===== src/rtl/multicycle_ctrl_fsm_if.sv =====
// Control/handshake bundle between the LUMOS multi-cycle sequencer (master) and the datapath/memory side (slave).
// Optional macro PERF_CNT_EN adds the instret/cycles performance counter signals.
interface multicycle_ctrl_fsm_if;
    logic [2:0]  opcode;
    logic        mem_ready;
    logic        PCWrite;
    logic        PCWriteCond;
    logic        PCSource;
    logic        IRWrite;
    logic        IorD;
    logic        MemRead;
    logic        MemWrite;
    logic        MemToReg;
    logic        RegDst;
    logic        RegWrite;
    logic        ALUSrcA;
    logic [1:0]  ALUSrcB;
    logic [1:0]  ALUop;
    logic        ExtOp;
    logic        Branch;
    logic        instr_done;
    logic        bus_err;
    logic [3:0]  state;
`ifdef PERF_CNT_EN
    logic [31:0] instret;
    logic [31:0] cycles;

    modport master (
        input  opcode, mem_ready,
        output PCWrite, PCWriteCond, PCSource, IRWrite, IorD, MemRead, MemWrite,
               MemToReg, RegDst, RegWrite, ALUSrcA, ALUSrcB, ALUop, ExtOp, Branch,
               instr_done, bus_err, state, instret, cycles
    );
    modport slave (
        output opcode, mem_ready,
        input  PCWrite, PCWriteCond, PCSource, IRWrite, IorD, MemRead, MemWrite,
               MemToReg, RegDst, RegWrite, ALUSrcA, ALUSrcB, ALUop, ExtOp, Branch,
               instr_done, bus_err, state, instret, cycles
    );
`else
    modport master (
        input  opcode, mem_ready,
        output PCWrite, PCWriteCond, PCSource, IRWrite, IorD, MemRead, MemWrite,
               MemToReg, RegDst, RegWrite, ALUSrcA, ALUSrcB, ALUop, ExtOp, Branch,
               instr_done, bus_err, state
    );
    modport slave (
        output opcode, mem_ready,
        input  PCWrite, PCWriteCond, PCSource, IRWrite, IorD, MemRead, MemWrite,
               MemToReg, RegDst, RegWrite, ALUSrcA, ALUSrcB, ALUop, ExtOp, Branch,
               instr_done, bus_err, state
    );
`endif
endinterface


===== src/rtl/multicycle_ctrl_fsm.sv =====
// Multi-cycle FETCH/DECODE/EXEC/MEM/WB sequencer for the 3-bit-opcode LUMOS datapath with bounded memory waits.
// Optional macro PERF_CNT_EN adds retired-instruction and cycle counters.
module multicycle_ctrl_fsm #(
    parameter int unsigned WAIT_LIMIT = 15,
    parameter int unsigned CNT_W      = 8
) (
    input  logic                 clk,
    input  logic                 rst_n,
    multicycle_ctrl_fsm_if.master bus
);

    typedef enum logic [3:0] {
        FETCH    = 4'd0,
        DECODE   = 4'd1,
        EXEC_R   = 4'd2,
        EXEC_I   = 4'd3,
        MEM_ADDR = 4'd4,
        MEM_RD   = 4'd5,
        MEM_WB   = 4'd6,
        MEM_WR   = 4'd7,
        WB_R     = 4'd8,
        WB_I     = 4'd9,
        BRANCH   = 4'd10
    } state_e;

    typedef struct packed {
        logic       pc_write;
        logic       pc_write_cond;
        logic       pc_source;
        logic       ir_write;
        logic       i_or_d;
        logic       mem_read;
        logic       mem_write;
        logic       mem_to_reg;
        logic       reg_dst;
        logic       reg_write;
        logic       alu_src_a;
        logic [1:0] alu_src_b;
        logic [1:0] alu_op;
        logic       ext_op;
        logic       branch;
        logic       instr_done;
        logic       bus_err;
    } ctrl_t;

    localparam logic [2:0] OP_ADD  = 3'b000;
    localparam logic [2:0] OP_SUB  = 3'b001;
    localparam logic [2:0] OP_BEQ  = 3'b010;
    localparam logic [2:0] OP_AND  = 3'b011;
    localparam logic [2:0] OP_LW   = 3'b100;
    localparam logic [2:0] OP_SW   = 3'b101;
    localparam logic [2:0] OP_ADDI = 3'b110;
    localparam logic [2:0] OP_ORI  = 3'b111;

    localparam logic [CNT_W-1:0] WAIT_LAST = CNT_W'(WAIT_LIMIT - 1);

    state_e           state_q, state_d;
    logic [2:0]       op_q, op_d;
    logic [CNT_W-1:0] wait_cnt_q, wait_cnt_d;
    ctrl_t            ctrl;
    logic             timeout;

    // NOTE: sequential state uses non-blocking assignments so every register samples pre-edge values.
    always_ff @(posedge clk) begin
        if (!rst_n) begin
            state_q    <= FETCH;
            op_q       <= '0;
            wait_cnt_q <= '0;
        end else begin
            state_q    <= state_d;
            op_q       <= op_d;
            wait_cnt_q <= wait_cnt_d;
        end
    end

    // NOTE: every signal written here gets a default first, so no path can infer a latch.
    always_comb begin
        ctrl       = '0;
        state_d    = state_q;
        op_d       = op_q;
        wait_cnt_d = '0;
        timeout    = (wait_cnt_q == WAIT_LAST) && !bus.mem_ready;

        case (state_q)
            FETCH: begin
                ctrl.mem_read  = 1'b1;
                ctrl.alu_src_b = 2'b01;
                if (bus.mem_ready) begin
                    ctrl.pc_write = 1'b1;
                    ctrl.ir_write = 1'b1;
                    state_d       = DECODE;
                end else if (timeout) begin
                    ctrl.bus_err = 1'b1;
                    state_d      = FETCH;
                end else begin
                    wait_cnt_d = wait_cnt_q + CNT_W'(1);
                end
            end
            DECODE: begin
                ctrl.alu_src_b = 2'b11;
                ctrl.ext_op    = 1'b1;
                op_d           = bus.opcode;
                case (bus.opcode)
                    OP_ADD, OP_SUB, OP_AND: state_d = EXEC_R;
                    OP_ADDI, OP_ORI:        state_d = EXEC_I;
                    OP_LW, OP_SW:           state_d = MEM_ADDR;
                    OP_BEQ:                 state_d = BRANCH;
                    default:                state_d = FETCH;
                endcase
            end
            EXEC_R: begin
                ctrl.alu_src_a = 1'b1;
                case (op_q)
                    OP_SUB:  ctrl.alu_op = 2'b01;
                    OP_AND:  ctrl.alu_op = 2'b10;
                    default: ctrl.alu_op = 2'b00;
                endcase
                state_d = WB_R;
            end
            WB_R: begin
                ctrl.reg_dst    = 1'b1;
                ctrl.reg_write  = 1'b1;
                ctrl.instr_done = 1'b1;
                state_d         = FETCH;
            end
            EXEC_I: begin
                ctrl.alu_src_a = 1'b1;
                ctrl.alu_src_b = 2'b10;
                if (op_q == OP_ORI) begin
                    ctrl.alu_op = 2'b11;
                    ctrl.ext_op = 1'b0;
                end else begin
                    ctrl.alu_op = 2'b00;
                    ctrl.ext_op = 1'b1;
                end
                state_d = WB_I;
            end
            WB_I: begin
                ctrl.reg_write  = 1'b1;
                ctrl.instr_done = 1'b1;
                state_d         = FETCH;
            end
            MEM_ADDR: begin
                ctrl.alu_src_a = 1'b1;
                ctrl.alu_src_b = 2'b10;
                ctrl.ext_op    = 1'b1;
                state_d        = (op_q == OP_SW) ? MEM_WR : MEM_RD;
            end
            MEM_RD: begin
                ctrl.i_or_d   = 1'b1;
                ctrl.mem_read = 1'b1;
                if (bus.mem_ready) begin
                    state_d = MEM_WB;
                end else if (timeout) begin
                    ctrl.bus_err = 1'b1;
                    state_d      = FETCH;
                end else begin
                    wait_cnt_d = wait_cnt_q + CNT_W'(1);
                end
            end
            MEM_WB: begin
                ctrl.mem_to_reg = 1'b1;
                ctrl.reg_write  = 1'b1;
                ctrl.instr_done = 1'b1;
                state_d         = FETCH;
            end
            MEM_WR: begin
                ctrl.i_or_d    = 1'b1;
                ctrl.mem_write = 1'b1;
                if (bus.mem_ready) begin
                    ctrl.instr_done = 1'b1;
                    state_d         = FETCH;
                end else if (timeout) begin
                    ctrl.bus_err = 1'b1;
                    state_d      = FETCH;
                end else begin
                    wait_cnt_d = wait_cnt_q + CNT_W'(1);
                end
            end
            BRANCH: begin
                ctrl.alu_src_a     = 1'b1;
                ctrl.alu_op        = 2'b01;
                ctrl.pc_write_cond = 1'b1;
                ctrl.pc_source     = 1'b1;
                ctrl.branch        = 1'b1;
                ctrl.instr_done    = 1'b1;
                state_d            = FETCH;
            end
            default: state_d = FETCH;
        endcase

        // Strobes are forced quiet for the whole reset cycle, whatever the state register holds.
        if (!rst_n) ctrl = '0;
    end

    assign bus.PCWrite     = ctrl.pc_write;
    assign bus.PCWriteCond = ctrl.pc_write_cond;
    assign bus.PCSource    = ctrl.pc_source;
    assign bus.IRWrite     = ctrl.ir_write;
    assign bus.IorD        = ctrl.i_or_d;
    assign bus.MemRead     = ctrl.mem_read;
    assign bus.MemWrite    = ctrl.mem_write;
    assign bus.MemToReg    = ctrl.mem_to_reg;
    assign bus.RegDst      = ctrl.reg_dst;
    assign bus.RegWrite    = ctrl.reg_write;
    assign bus.ALUSrcA     = ctrl.alu_src_a;
    assign bus.ALUSrcB     = ctrl.alu_src_b;
    assign bus.ALUop       = ctrl.alu_op;
    assign bus.ExtOp       = ctrl.ext_op;
    assign bus.Branch      = ctrl.branch;
    assign bus.instr_done  = ctrl.instr_done;
    assign bus.bus_err     = ctrl.bus_err;
    assign bus.state       = rst_n ? state_q : 4'd0;

`ifdef PERF_CNT_EN
    logic [31:0] instret_q, cycles_q;

    always_ff @(posedge clk) begin
        if (!rst_n) begin
            instret_q <= '0;
            cycles_q  <= '0;
        end else begin
            cycles_q <= cycles_q + 32'd1;
            if (ctrl.instr_done) instret_q <= instret_q + 32'd1;
        end
    end

    assign bus.instret = rst_n ? instret_q : 32'd0;
    assign bus.cycles  = rst_n ? cycles_q  : 32'd0;
`endif

endmodule


===== src/flat_wrapper.sv =====
// flat-port wrapper written by rule: the top's interface ports become plain ports
module multicycle_ctrl_fsm_flat 
#(
    parameter int unsigned WAIT_LIMIT = 15,
    parameter int unsigned CNT_W      = 8
)
  (clk, rst_n, bus_opcode, bus_mem_ready, bus_PCWrite, bus_PCWriteCond, bus_PCSource, bus_IRWrite, bus_IorD, bus_MemRead, bus_MemWrite, bus_MemToReg, bus_RegDst, bus_RegWrite, bus_ALUSrcA, bus_ALUSrcB, bus_ALUop, bus_ExtOp, bus_Branch, bus_instr_done, bus_bus_err, bus_state);
  multicycle_ctrl_fsm_if bus_i ();
  input  logic clk;
  input  logic rst_n;
  input wire logic [$bits(bus_i.opcode)-1:0] bus_opcode;
  input wire logic [$bits(bus_i.mem_ready)-1:0] bus_mem_ready;
  output wire logic [$bits(bus_i.PCWrite)-1:0] bus_PCWrite;
  output wire logic [$bits(bus_i.PCWriteCond)-1:0] bus_PCWriteCond;
  output wire logic [$bits(bus_i.PCSource)-1:0] bus_PCSource;
  output wire logic [$bits(bus_i.IRWrite)-1:0] bus_IRWrite;
  output wire logic [$bits(bus_i.IorD)-1:0] bus_IorD;
  output wire logic [$bits(bus_i.MemRead)-1:0] bus_MemRead;
  output wire logic [$bits(bus_i.MemWrite)-1:0] bus_MemWrite;
  output wire logic [$bits(bus_i.MemToReg)-1:0] bus_MemToReg;
  output wire logic [$bits(bus_i.RegDst)-1:0] bus_RegDst;
  output wire logic [$bits(bus_i.RegWrite)-1:0] bus_RegWrite;
  output wire logic [$bits(bus_i.ALUSrcA)-1:0] bus_ALUSrcA;
  output wire logic [$bits(bus_i.ALUSrcB)-1:0] bus_ALUSrcB;
  output wire logic [$bits(bus_i.ALUop)-1:0] bus_ALUop;
  output wire logic [$bits(bus_i.ExtOp)-1:0] bus_ExtOp;
  output wire logic [$bits(bus_i.Branch)-1:0] bus_Branch;
  output wire logic [$bits(bus_i.instr_done)-1:0] bus_instr_done;
  output wire logic [$bits(bus_i.bus_err)-1:0] bus_bus_err;
  output wire logic [$bits(bus_i.state)-1:0] bus_state;
  assign bus_i.opcode = bus_opcode;
  assign bus_i.mem_ready = bus_mem_ready;
  assign bus_PCWrite = bus_i.PCWrite;
  assign bus_PCWriteCond = bus_i.PCWriteCond;
  assign bus_PCSource = bus_i.PCSource;
  assign bus_IRWrite = bus_i.IRWrite;
  assign bus_IorD = bus_i.IorD;
  assign bus_MemRead = bus_i.MemRead;
  assign bus_MemWrite = bus_i.MemWrite;
  assign bus_MemToReg = bus_i.MemToReg;
  assign bus_RegDst = bus_i.RegDst;
  assign bus_RegWrite = bus_i.RegWrite;
  assign bus_ALUSrcA = bus_i.ALUSrcA;
  assign bus_ALUSrcB = bus_i.ALUSrcB;
  assign bus_ALUop = bus_i.ALUop;
  assign bus_ExtOp = bus_i.ExtOp;
  assign bus_Branch = bus_i.Branch;
  assign bus_instr_done = bus_i.instr_done;
  assign bus_bus_err = bus_i.bus_err;
  assign bus_state = bus_i.state;
  multicycle_ctrl_fsm #(.WAIT_LIMIT(WAIT_LIMIT), .CNT_W(CNT_W)) u_core (.clk(clk), .rst_n(rst_n), .bus(bus_i));
endmodule

===== config.mk =====
export PLATFORM = sky130hd
export DESIGN_NAME = multicycle_ctrl_fsm_flat
export DESIGN_NICKNAME = d
export VERILOG_FILES = /design/src/rtl/multicycle_ctrl_fsm_if.sv /design/src/rtl/multicycle_ctrl_fsm.sv /design/src/flat_wrapper.sv
export SDC_FILE = /design/constraint.sdc
export NUM_CORES = 1
export LEC_CHECK = 0
export ABC_CLOCK_PERIOD_IN_PS = 3100
export CAP_MARGIN = 0
export CORE_UTILIZATION = 51
export CTS_BUF_LIST = sky130_fd_sc_hd__clkbuf_8 sky130_fd_sc_hd__clkbuf_16
export CTS_CLUSTER_SIZE = 25
export DETAILED_ROUTE_END_ITERATION = 12
export PLACE_DENSITY = 0.84
export SYNTH_ARGS = -nofsm -noshare
export SYNTH_HDL_FRONTEND = slang
export SYNTH_SLANG_ARGS = --single-unit

===== constraint.sdc =====
create_clock -name clk -period 3.1 [get_ports clk]
set_clock_uncertainty 0.2 [all_clocks]
set_input_delay 0.62 -clock clk [delete_from_list [all_inputs] [get_ports clk]]
set_output_delay 0.62 -clock clk [all_outputs]
set_load 0.1 [all_outputs]

* Word level (Yosys, flattened, before mapping)
Memory sizes are Yosys's and may differ from the RTL's. Cells that the tools add are included.
Cells by class: $add $sub $neg 1, equal/unequal tests 15, multiplexer cells 28, bitwise gates (word level) 2, reduce and logical (&&, ||, !) cells 12
Operator list (number):
- one-hot mux 4 bit (7 select lines) | 1
- two-way mux 4 bit | 5
- two-way mux 19 bit | 1
- == test 4 x 3 -> 1 bit, second input constant | 4
- two-way mux 1 bit | 13
- == test 4 bit, second input constant | 3
- one-hot mux 2 bit (3 select lines) | 2
- OR reduction 4 bit | 3
- adder 8 x 1 -> 8 bit, second input constant | 1
- == test 4 x 2 -> 1 bit, second input constant | 2
- == test 8 x 4 -> 1 bit, second input constant | 1
- OR reduction 2 bit | 4
- == test 3 bit, second input constant | 2
- OR reduction 3 bit | 2
- == test 4 x 1 -> 1 bit, second input constant | 1
- zero test 4 bit | 1
- two-way mux 2 bit | 2
- one-hot mux 1 bit (2 select lines) | 2
- one-hot mux 2 bit (2 select lines) | 1
- == test 3 x 1 -> 1 bit, second input constant | 1
- == test 3 x 2 -> 1 bit, second input constant | 1
- two-way mux 3 bit | 1
- NOT 1 bit | 2
- logical AND 1 bit | 1
- zero test 1 bit | 1
Storage, ports and cells: bits in registers 15, memory bits (read-only) 32, input port bits 6, output and inout bits 23, memories 1
Memory list:
- (no name shown) | depth 8, bits a word 4, read ports 1, clocked after memory_dff 0, wr ports 0, RTL line multicycle_ctrl_fsm.sv:103 | case (bus.opcode)

* Logic depth before layout (Yosys ltp)
depth after elaboration 6, depth in mapped cells 6, gate-level depth less buffers 6

* Worst setup path after synthesis
OpenSTA, ideal clock, no wires.
path type input-to-output, start point input port rst_n, end point output port bus_ALUop[1], arrival 3047 ps, slack -767 ps, stages on the path 3, buffers on the path 0, path through and2_1 > nand2_1 > a21oi_1
On the way: cells in the longest elaborated chain, start to end 1
RTL lines:
- from (decl) | RTL line flat_wrapper.sv:10 | input logic rst_n;
- two-way mux 19 bit | RTL line multicycle_ctrl_fsm.sv:193 | if (!rst_n) ctrl = '0;
- to (decl) | RTL line flat_wrapper.sv:25 | output wire logic [$bits(bus_i.ALUop)-1:0] bus_ALUop;
Every way passes these cells.

* Worst setup path after layout
start point input port rst_n, end point output port bus_bus_err
On the way: cells in the longest elaborated chain, start to end 1
RTL lines:
- two-way mux 19 bit | RTL line multicycle_ctrl_fsm.sv:193
- to (decl) | RTL line flat_wrapper.sv:29 | output wire logic [$bits(bus_i.bus_err)-1:0] bus_bus_err;
Every way passes these cells.

==> metrics.txt <==
status finished clean; # setup viols final 0; die footprint roughly 2300 µm²; FF-to-FF path depth 4; Final Non-Filler Cells 192; share of cells above drive strength 1 between 20 and 25%; setup repair bufs after CTS 0; largest net degree at the start of global routing 18; CTS Buffer Depth 2; H-tree depth 1; post-route ant nets 0; post-synth cell types 41; Final Wtd Congestion 0.834; GRT Util Overall 29.5%; mean post-synth cell area roughly 7.6 µm²; Max Cap Viol 0; die height 47.9 µm; Sw Share between 30 and 40%; Post-DP Area 1590 µm²; final worst path period share 94.4%; drt via density 5.99; critical path data arrival time between 2 and 2.5 ns; Slew headroom 64.6%; Layout Area Growth over Synthesis 52.9%; WL per Instance 15.9 µm; # clock sinks 15; Hold Crit Start u_core.wait_cnt_q[0]; Pleak approximately 0.60 nW; Min-Delay Path Class reg2reg; initial antenna violation count 0; CTS Buf Count 3; fin crit period 2.93 ns; Seq pwr share about a third; area fraction of the dominant cell type after synthesis between 20 and 30%; Pre-antenna DRT Iters 4; CTS tree yes; final wirelength 3050 µm; Ports 29; Synth area leaders dfxtp_1 (28%), nor2_1 (7.0%), nor2b_1 (5.2%); Switch Pwr 0.000254 W; latest clock arrival within the worst-skew pair 0.25 ns; measured slew at the worst slew-check pin about 0.53 ns; Die Span X around 48 µm; iteration-0 DRC count of the detailed router 36; CP max stage cell clkdlybuf4s50_1; Worst R2R Start u_core.state_q[0]; most frequent cells in the layout buf_12 (23), nor2_1 (18), dfxtp_1 (15); Post-Place Setup Slack 0.188 ns; Synth Instances roughly 140; max-slew violations 0; largest area contributor in the netlist dfxtp_1; Crit Path Category in2out; Core ar. 1960 µm²; Util after Layout 83.7%; RR Endpoint u_core.state_q[3]; vias in the first global route 999; Placed Cells 188; first-pass GRT wire length 4740 µm; I/O Buffers 28; Setup crit end kind primary output; post-route setup TNS 0 ns; row count 16; clock slew at reported path FFs ~0.070 ns; Initial Util 54.7%; final hold violation count 0; Cell Area, Synth 1070 µm²; Fmax 342 MHz; most common cell after layout, fill and taps aside buf_12; nets@finish 174; Startpoint Class input port; VDD IR-drop max 0.441 mV; GR Overflow Total 0; CP max FO 7; pwr/cell area 390 nW/µm²; Worst EP required 2.28 ns; fin area 1640 µm²; Worst Hold End u_core.wait_cnt_q[0]; Comb pwr share 39.8%; yosys warns 0; Pint 0.000386 W; flops & latches, synth 15; min setup slack post-route 0.172 ns; PostCTS Resize Cnt 0; Via Count 1150; Worst Hold Depth 1; Clk pwr share ~25%; reg2reg setup slack around 1.1 ns; drt drc 0; hold_buf cts 0; dpl hpwl 2210 µm; Root Driver clkbuf_8; syn_nets ~150; ant diodes 0; register area share after synthesis between 20% and 30%; Max stage delay on crit path 0.61 ns; sequence of cells on the critical path clkdlybuf4s50_1 > nand2b_1 > a211oi_2 > nor2b_2 > buf_12; RSZ-0062 raised after global routing no
==> power groups by stage <==
stage          logic, W  clock network, W  registers (W)
6_report       0.000255          0.000161       0.000224
5_1_grt        0.000267          0.000171       0.000226
4_1_cts        0.000255          0.000164       0.000223
3_5_place_dp   0.000254                 0       0.000226
3_3_place_gp   0.000248                 0       0.000225
2_1_floorplan  0.000180                 0       0.000216
==> state kept, by name (all words and copies together), names as in the netlist <==
name and flops:
u_core.op_q 3, u_core.wait_cnt_q 8, u_core.state_q 4
==> cell families after synthesis <==
group | share of synthesized area, %
XOR/XNOR | 4.90
AO/OA/AOI/OAI | 13.9
flip-flops | 28.0
multiplexers | 1.86
buffers and inverters | 6.53
adder cells (fa/ha/maj) | 2.33
AND/OR/NAND/NOR | 42.5
==> cell usage after synthesis, drive strengths merged <==
cell	n
xnor2	2
nor4b	1
nor3b	1
clkbuf	4
o21ai	6
or3	2
a31oi	2
and2	6
nand4	4
or4b	1
nand3b	1
dfxtp	15
inv	3
nor2	20
nand4b	2
a21o	2
nor2b	9
buf	6
o21a	1
o2111ai	1
or2	1
a2bb2oi	2
a211oi	1
ha	2
a21oi	6
mux2i	2
and3	6
or4	1
a22oi	1
and4	1
xor2	4
nand3	4
and2b	1
nand2	11
a21boi	1
nand2b	6
nor3	2
==> routing by layer <==
metal	global-route usage (%)	part of all wire, %
met1	36.4	38
met2	53.0	54
met3	3.77	6.9
met4	8.33	1.9
met5	0	0
==> worst max-delay path, delay by kind of cell <==
family	cells	cell delay, ns
AO/OA/AOI/OAI	1	0.26
buffers and inverters	2	0.80
AND/OR/NAND/NOR	2	0.43
==> layout make-up <==
type / instances / area [µm²]
multi-input combinational: 113 / 722
timing repair buffer: 30 / 526
fill: 131 / 320
sequential: 15 / 300
clock buffer: 3 / 41.3
tap: 27 / 33.8
inverter: 3 / 11.3
clock inverter: 1 / 7.51
==> through the flow <==
stage	total power, W	hold slack [ns]
finish	0.000641	0.312
CTS	0.000642	0.319
global placement	0.000473	0.277
floorplan	0.000395	0.253
detailed placement	0.000480	0.303
global route	0.000664	0.344
==> how the worst max path moves through the flow <==
| stage | from | endpoint | cells past startpoint |
|---|---|---|---|
| finish | rst_n | bus_bus_err | 5 |
| global placement | rst_n | bus_bus_err | 5 |
| CTS | rst_n | bus_bus_err | 5 |
| floorplan | rst_n | bus_ALUop[1] | 3 |
| global route | rst_n | bus_bus_err | 5 |
| detailed placement | rst_n | bus_bus_err | 5 |
Power figures use the tool's default switching activity.
